<file path="src/rtl/data_selector.sv">
`default_nettype none
// ============================================================================
// Module   : data_selector
// Purpose  : One-hot select multiplexer with a lowest-index-wins fallback for
//            multi-hot selects, plus registered copies and a sticky error flag.
// Revision : 1.0 - initial release
// ============================================================================
module data_selector #(
    parameter int SEL_WIDTH  = 4,
    parameter int DATA_WIDTH = 2
) (
    input  logic                  clk,
    input  logic                  rst,
    input  logic [SEL_WIDTH-1:0]  sel_in,
    input  logic [DATA_WIDTH-1:0] data_in [SEL_WIDTH],
    output logic [DATA_WIDTH-1:0] data_out,
    output logic                  data_out_valid,
    output logic                  multi_hot,
    output logic [DATA_WIDTH-1:0] data_out_q,
    output logic                  data_out_valid_q,
    output logic                  multi_hot_sticky
);

    localparam logic [SEL_WIDTH-1:0] c_one = SEL_WIDTH'(1);

    logic [SEL_WIDTH-1:0]  w_lowest;
    logic [DATA_WIDTH-1:0] w_masked [SEL_WIDTH];
    logic [DATA_WIDTH-1:0] w_data;

    // Two's-complement trick isolates the lowest set bit, so the AND-OR mux
    // below always sees a true one-hot (or zero) select.
    assign w_lowest = sel_in & (~sel_in + c_one);

    generate
        for (genvar gi = 0; gi < SEL_WIDTH; gi++) begin : g_mask
            assign w_masked[gi] = data_in[gi] & {DATA_WIDTH{w_lowest[gi]}};
        end
    endgenerate

    always_comb begin
        w_data = '0;
        for (int i = 0; i < SEL_WIDTH; i++) begin
            w_data = w_data | w_masked[i];
        end
    end

    assign data_out       = w_data;
    assign data_out_valid = |sel_in;
    // Any bit surviving after the lowest one is removed means multi-hot.
    assign multi_hot      = |(sel_in & ~w_lowest);

    logic [DATA_WIDTH-1:0] r_data_q;
    logic                  r_valid_q;
    logic                  r_sticky;

    always_ff @(posedge clk) begin
        if (rst) begin
            r_data_q  <= '0;
            r_valid_q <= 1'b0;
            r_sticky  <= 1'b0;
        end else begin
            r_data_q  <= w_data;
            r_valid_q <= data_out_valid;
            r_sticky  <= r_sticky | multi_hot;
        end
    end

    assign data_out_q       = r_data_q;
    assign data_out_valid_q = r_valid_q;
    assign multi_hot_sticky = r_sticky;

endmodule
`default_nettype wire

</file>
<file path="config.mk">
export PLATFORM = sky130hd
export DESIGN_NAME = data_selector
export DESIGN_NICKNAME = d
export VERILOG_FILES = /design/src/rtl/data_selector.sv
export SDC_FILE = /design/constraint.sdc
export NUM_CORES = 1
export LEC_CHECK = 0
export ABC_AREA = 1
export CAP_MARGIN = 20
export CORE_AREA = 2 2 39 41
export DETAILED_ROUTE_END_ITERATION = 8
export DIE_AREA = 0 0 41 43
export MAX_ROUTING_LAYER = met4
export PLACE_DENSITY_LB_ADDON = 0.3
export SLEW_MARGIN = 25
export SYNTH_ARGS = -nofsm -noshare
export SYNTH_HDL_FRONTEND = slang
export SYNTH_SLANG_ARGS = --single-unit
</file>
<file path="constraint.sdc">
create_clock -name clk -period 0.8 [get_ports clk]
set_input_delay 0.16 -clock clk [delete_from_list [all_inputs] [get_ports clk]]
set_output_delay 0.16 -clock clk [all_outputs]
set_load 0.05 [all_outputs]
</file>
== After elaboration in Yosys (flattened, before gate mapping) ==
Index checks and enable logic that the tools add are counted.

* Register bits: 4

* Reductions and logical operators: 2
* Bitwise gates (word level): 12
* Add/sub/neg operators: 1

{| class="wikitable"
|+ Operator list
! cell !! count
|-
| $and A2 B2 Y2 || 4
|-
| $and A4 B4 Y4 || 2
|-
| $not A4 Y4 || 2
|-
| $reduce_or A4 Y1 || 2
|-
| $or A2 B2 Y2 || 3
|-
| $add A4 B1 Y4 const B || 1
|-
| $or A1 B1 Y1 || 1
|}

== Depth between registers and ports, before layout ==
* Depth in word-level cells: 7
* Gate-level depth with buffers: 6
* Mapped depth without buffers: 6

== Least setup slack after synthesis ==
OpenSTA, ideal clock, no wires.

* Path kind: input to output
* From: input sel_in[0]
* To: output data_out[0]
* Stages on the path: 5
* Data required time: 0.640 ns
* Setup slack: -0.189 ns
* Arrival: 0.829 ns
* Path through: nor2_4 > nand3_2 > nor2_1 > nor2_1 > inv_1

* Cells in the longest elaborated chain, start to end: 7
* Elaborated cells on any way between the ends: 10

{| class="wikitable"
|+ Ends and longest elaborated chain
! item !! RTL line !! source
|-
| from (decl) || 14 || <nowiki>input logic [SEL_WIDTH-1:0] sel_in,</nowiki>
|-
| $not A4 Y4 || 32 || <nowiki>assign w_lowest = sel_in & (~sel_in + c_one);</nowiki>
|-
| $add A4 B1 Y4 || 32 ||
|-
| $and A4 B4 Y4 * || 32 ||
|-
| $and A2 B2 Y2 || 36 || <nowiki>assign w_masked[gi] = data_in[gi] & {DATA_WIDTH{w_lowest[gi]}};</nowiki>
|-
| $or A2 B2 Y2 (2 in a row) || 43 || <nowiki>w_data = w_data | w_masked[i];</nowiki>
|-
| $or A2 B2 Y2 * || 43 ||
|-
| to (decl) || 16 || <nowiki>output logic [DATA_WIDTH-1:0] data_out,</nowiki>
|}

Every way passes the cells marked *; elsewhere a longest branch is shown, timed or not.

== Final worst setup path ==
* From: input sel_in[2]
* To: output data_out[1]

* Cells in the longest elaborated chain, start to end: 6
* Elaborated cells on any way between the ends: 7

{| class="wikitable"
|+ Ends and longest elaborated chain
! item !! RTL line
|-
| $not A4 Y4 || 32
|-
| $add A4 B1 Y4 || 32
|-
| $and A4 B4 Y4 * || 32
|-
| $and A2 B2 Y2 || 36
|-
| $or A2 B2 Y2 || 43
|-
| $or A2 B2 Y2 * || 43
|}

Marks and branches as above.

==> qor.yml <==
run_status:
  outcome: "finished, violations left"
  failed_checks: "negative setup slack"
finish:
  layout_common_cells: "8 x sky130_fd_sc_hd__inv_1, 8 x sky130_fd_sc_hd__dlygate4sd2_1, 8 x sky130_fd_sc_hd__buf_12, 6 x sky130_fd_sc_hd__nor2_4"
  postLayoutCoreUtil_pct: 52.35
  finish.cell_count_without_fillers: 88
  n_antenna_cell: 0
  share_of_cells_above_drive_strength_1_pct: 59.72
  synthToLayoutAreaGrowth_pct: 192.4
  final_net_count: 88
  fill_cells: 134
  ff_latch_area_um2: 85.08
  combined_area_of_the_multi_input_logic_cells_um2: 206.4
power:
  cellLeakagePower_nw: 0.3673
  power_uw: 933.9
  irDropWorstVdd_mv: 0.4628
  powerDensity_mw_per_mm2: 1289
drt:
  route.detailed.drc: 0
  first_pass_iters: 4
  ant_nets: 0
  vias: 370
  routed_via_density: 4.205
  routed_wl_um: 829
  drtIter0Drc: 5
  post_drt_wl_per_cell_um: 9.420
synth:
  synthesis.area_um2: 247.7
  syn_avg_cell_area_um2: 6.042
  syn_nets: 55
  sequential_cell_area_fraction_in_the_yosys_report_pct: 32.32
  yosys_warnings: 0
  yosys_register_bits: 4
  syn-instance-count: 41
  synth.lib_cells_used.distinct: 9
critical_path:
  reg2reg_setup_slack_ns: 0.16
  critical_path.max_fanout: 4
  worstSetupPathDepth: 7
  cp_slowest_cell: "sky130_fd_sc_hd__clkdlybuf4s15_2"
  timing.critical_path.to: "data_out[1]"
  crit_chain: "clkdlybuf4s15_2 -> inv_2 -> nand3_4 -> nor2_4 -> nor2_2 -> inv_2 -> buf_12"
  worst-r2r-cell-count: 4
  path_common_cell: "sky130_fd_sc_hd__inv_2"
  cp_delay_by_family_top: "buffers and inverters"
  start_kind: "input pin"
  critical_path.reg2reg.startpoint: "multi_hot_sticky"
  crit_buf_inv: 4
  timing_worst_setup_path_type: "in -> out"
  critPathLaunch: "sel_in[2]"
  critical_path.endpoint_type: "primary output"
  rr_endpoint: "multi_hot_sticky"
  critical_path_arrival_ns: 0.91
  required_ns: 0.64
  timing.critical_path.slowest_cell_delay_ns: 0.20
sta:
  finalSetupViolCount: 8
  grt_setup_unrepaired: "true"
  postLayoutSetupSlackWorst_ns: -0.2704
  final_min_period_over_clock_period_pct: 133.8
  fmax_mhz: 934.3
  final.setup_skew_ns: 0
  final_max_slew_viol_count: 0
  finalHoldViolCount: 0
  slew-limit-headroom_pct: 81.35
  max_slew.worst_pin.slew_ns: 0.2792
  hold_ws_ns: 0.2362
  period_minus_slack_ns: 1.070
place:
  dp.final_hpwl_um: 555.5
  detailedPlace.worstSlack_ns: -0.7243
  port_buffers: 21
  numPlacedInstances: 81
  gp_congestion: 0.6574
global_route:
  number_of_global_route_vias_before_repair: 346
  grt_start_max_net_pins: 7
  grt_util_all_layers_pct: 10.78
  antenna_found_initial: 0
  first_pass_grt_wire_length_um: 1228
  grt_overflow_total: 0
floorplan:
  dieWidth_um: 41
  die_h_um: 43
  core_mm2: 0.001384
  start_util_pct: 17.90
  ios: 22
  design.die.area_mm2: 0.001763
  standard_cell_rows: 14
cts:
  clock-root-buffer: "sky130_fd_sc_hd__clkbuf_4"
  tritoncts: "done"
  clk_path_buf_depth: 2
  clkSlewWorstSetupHoldPaths_ns: 0.04
  htree_levels: 1
  clock-sinks: 4
  tritoncts.num_buffers: 3
  postCtsHoldBufs: 0
  worst_skew_pair.late_latency_ns: 0.24
min_path:
  min-delay-path-class: "in -> reg"
flow_run:
  cap_viol_max_count: 0
==> power breakdown <==
group,internal (mW),switching (mW)
clock network,0.168,0.0925
registers,0.218,0.0121
logic,0.220,0.223
total,0.606,0.328
==> state kept, by name, indices dropped and copies added (netlist names) <==
register          flops
data_out_q            2
data_out_valid_q      1
multi_hot_sticky      1
==> cell type report <==
| type | instances | area share [%] |
|---|---|---|
| flip-flops and latches | 4 | 11.74 |
| inverters | 11 | 5.699 |
| repair buffers | 28 | 48.19 |
| well taps | 16 | 2.763 |
| clock buffers | 3 | 3.109 |
| multi-input cells | 26 | 28.50 |
==> per-stage QoR <==
step,setup TNS [ns],cell area (um2)
after CTS,-1.212,670.6
after detailed placement,-4.959,589.3
after global placement,-4.856,589.3
after floorplan,-0.2220,256.5
after global routing,-1.551,724.4
final,-1.273,724.4
==> logic make-up after synthesis <==
kind of cell | after synthesis | share of synthesized area (%)
compound gates | 1 | 2.527
buf+inv | 11 | 16.67
flops | 4 | 32.32
simple gates | 25 | 48.49
==> synth_stat cells <==
cell type / number / area share, %
sky130_fd_sc_hd__inv_1: 11 / 17
sky130_fd_sc_hd__nand3_1: 8 / 16
sky130_fd_sc_hd__nand2_1: 7 / 11
sky130_fd_sc_hd__nor2_1: 7 / 11
sky130_fd_sc_hd__dfxtp_1: 4 / 32
sky130_fd_sc_hd__a31oi_1: 1 / 2.5
sky130_fd_sc_hd__nand3_2: 1 / 4.0
sky130_fd_sc_hd__nor2_2: 1 / 2.5
sky130_fd_sc_hd__nor2_4: 1 / 4.5
==> routing by layer <==
metal | track usage (%) | part of all wire, %
met1 | 10.54 | 32
met2 | 17.50 | 57
met3 | 2.094 | 11
met4 | 8.000 | 0
met5 | - | 0
==> timing repair <==
item,in CTS,in global routing
pin swaps,11,6
endpoints found under the setup margin,12,10
buffers inserted,5,2
cloned,0,0
gates resized for setup,38,15
hold endpoints to repair,0,0
==> how the worst min path moves through the flow <==
stage / startpoint / end / slack, ns / cells past startpoint
floorplan: rst / data_out_valid_q / 0.23 / 1
global placement: multi_hot_sticky / multi_hot_sticky / 0.55 / 4
detailed placement: multi_hot_sticky / multi_hot_sticky / 0.56 / 4
CTS: sel_in[1] / data_out_valid_q / 0.33 / 4
global route: rst / data_out_q[1] / 0.24 / 2
finish: rst / data_out_q[1] / 0.24 / 2
No activity file was read; power rests on OpenSTA's default activity.
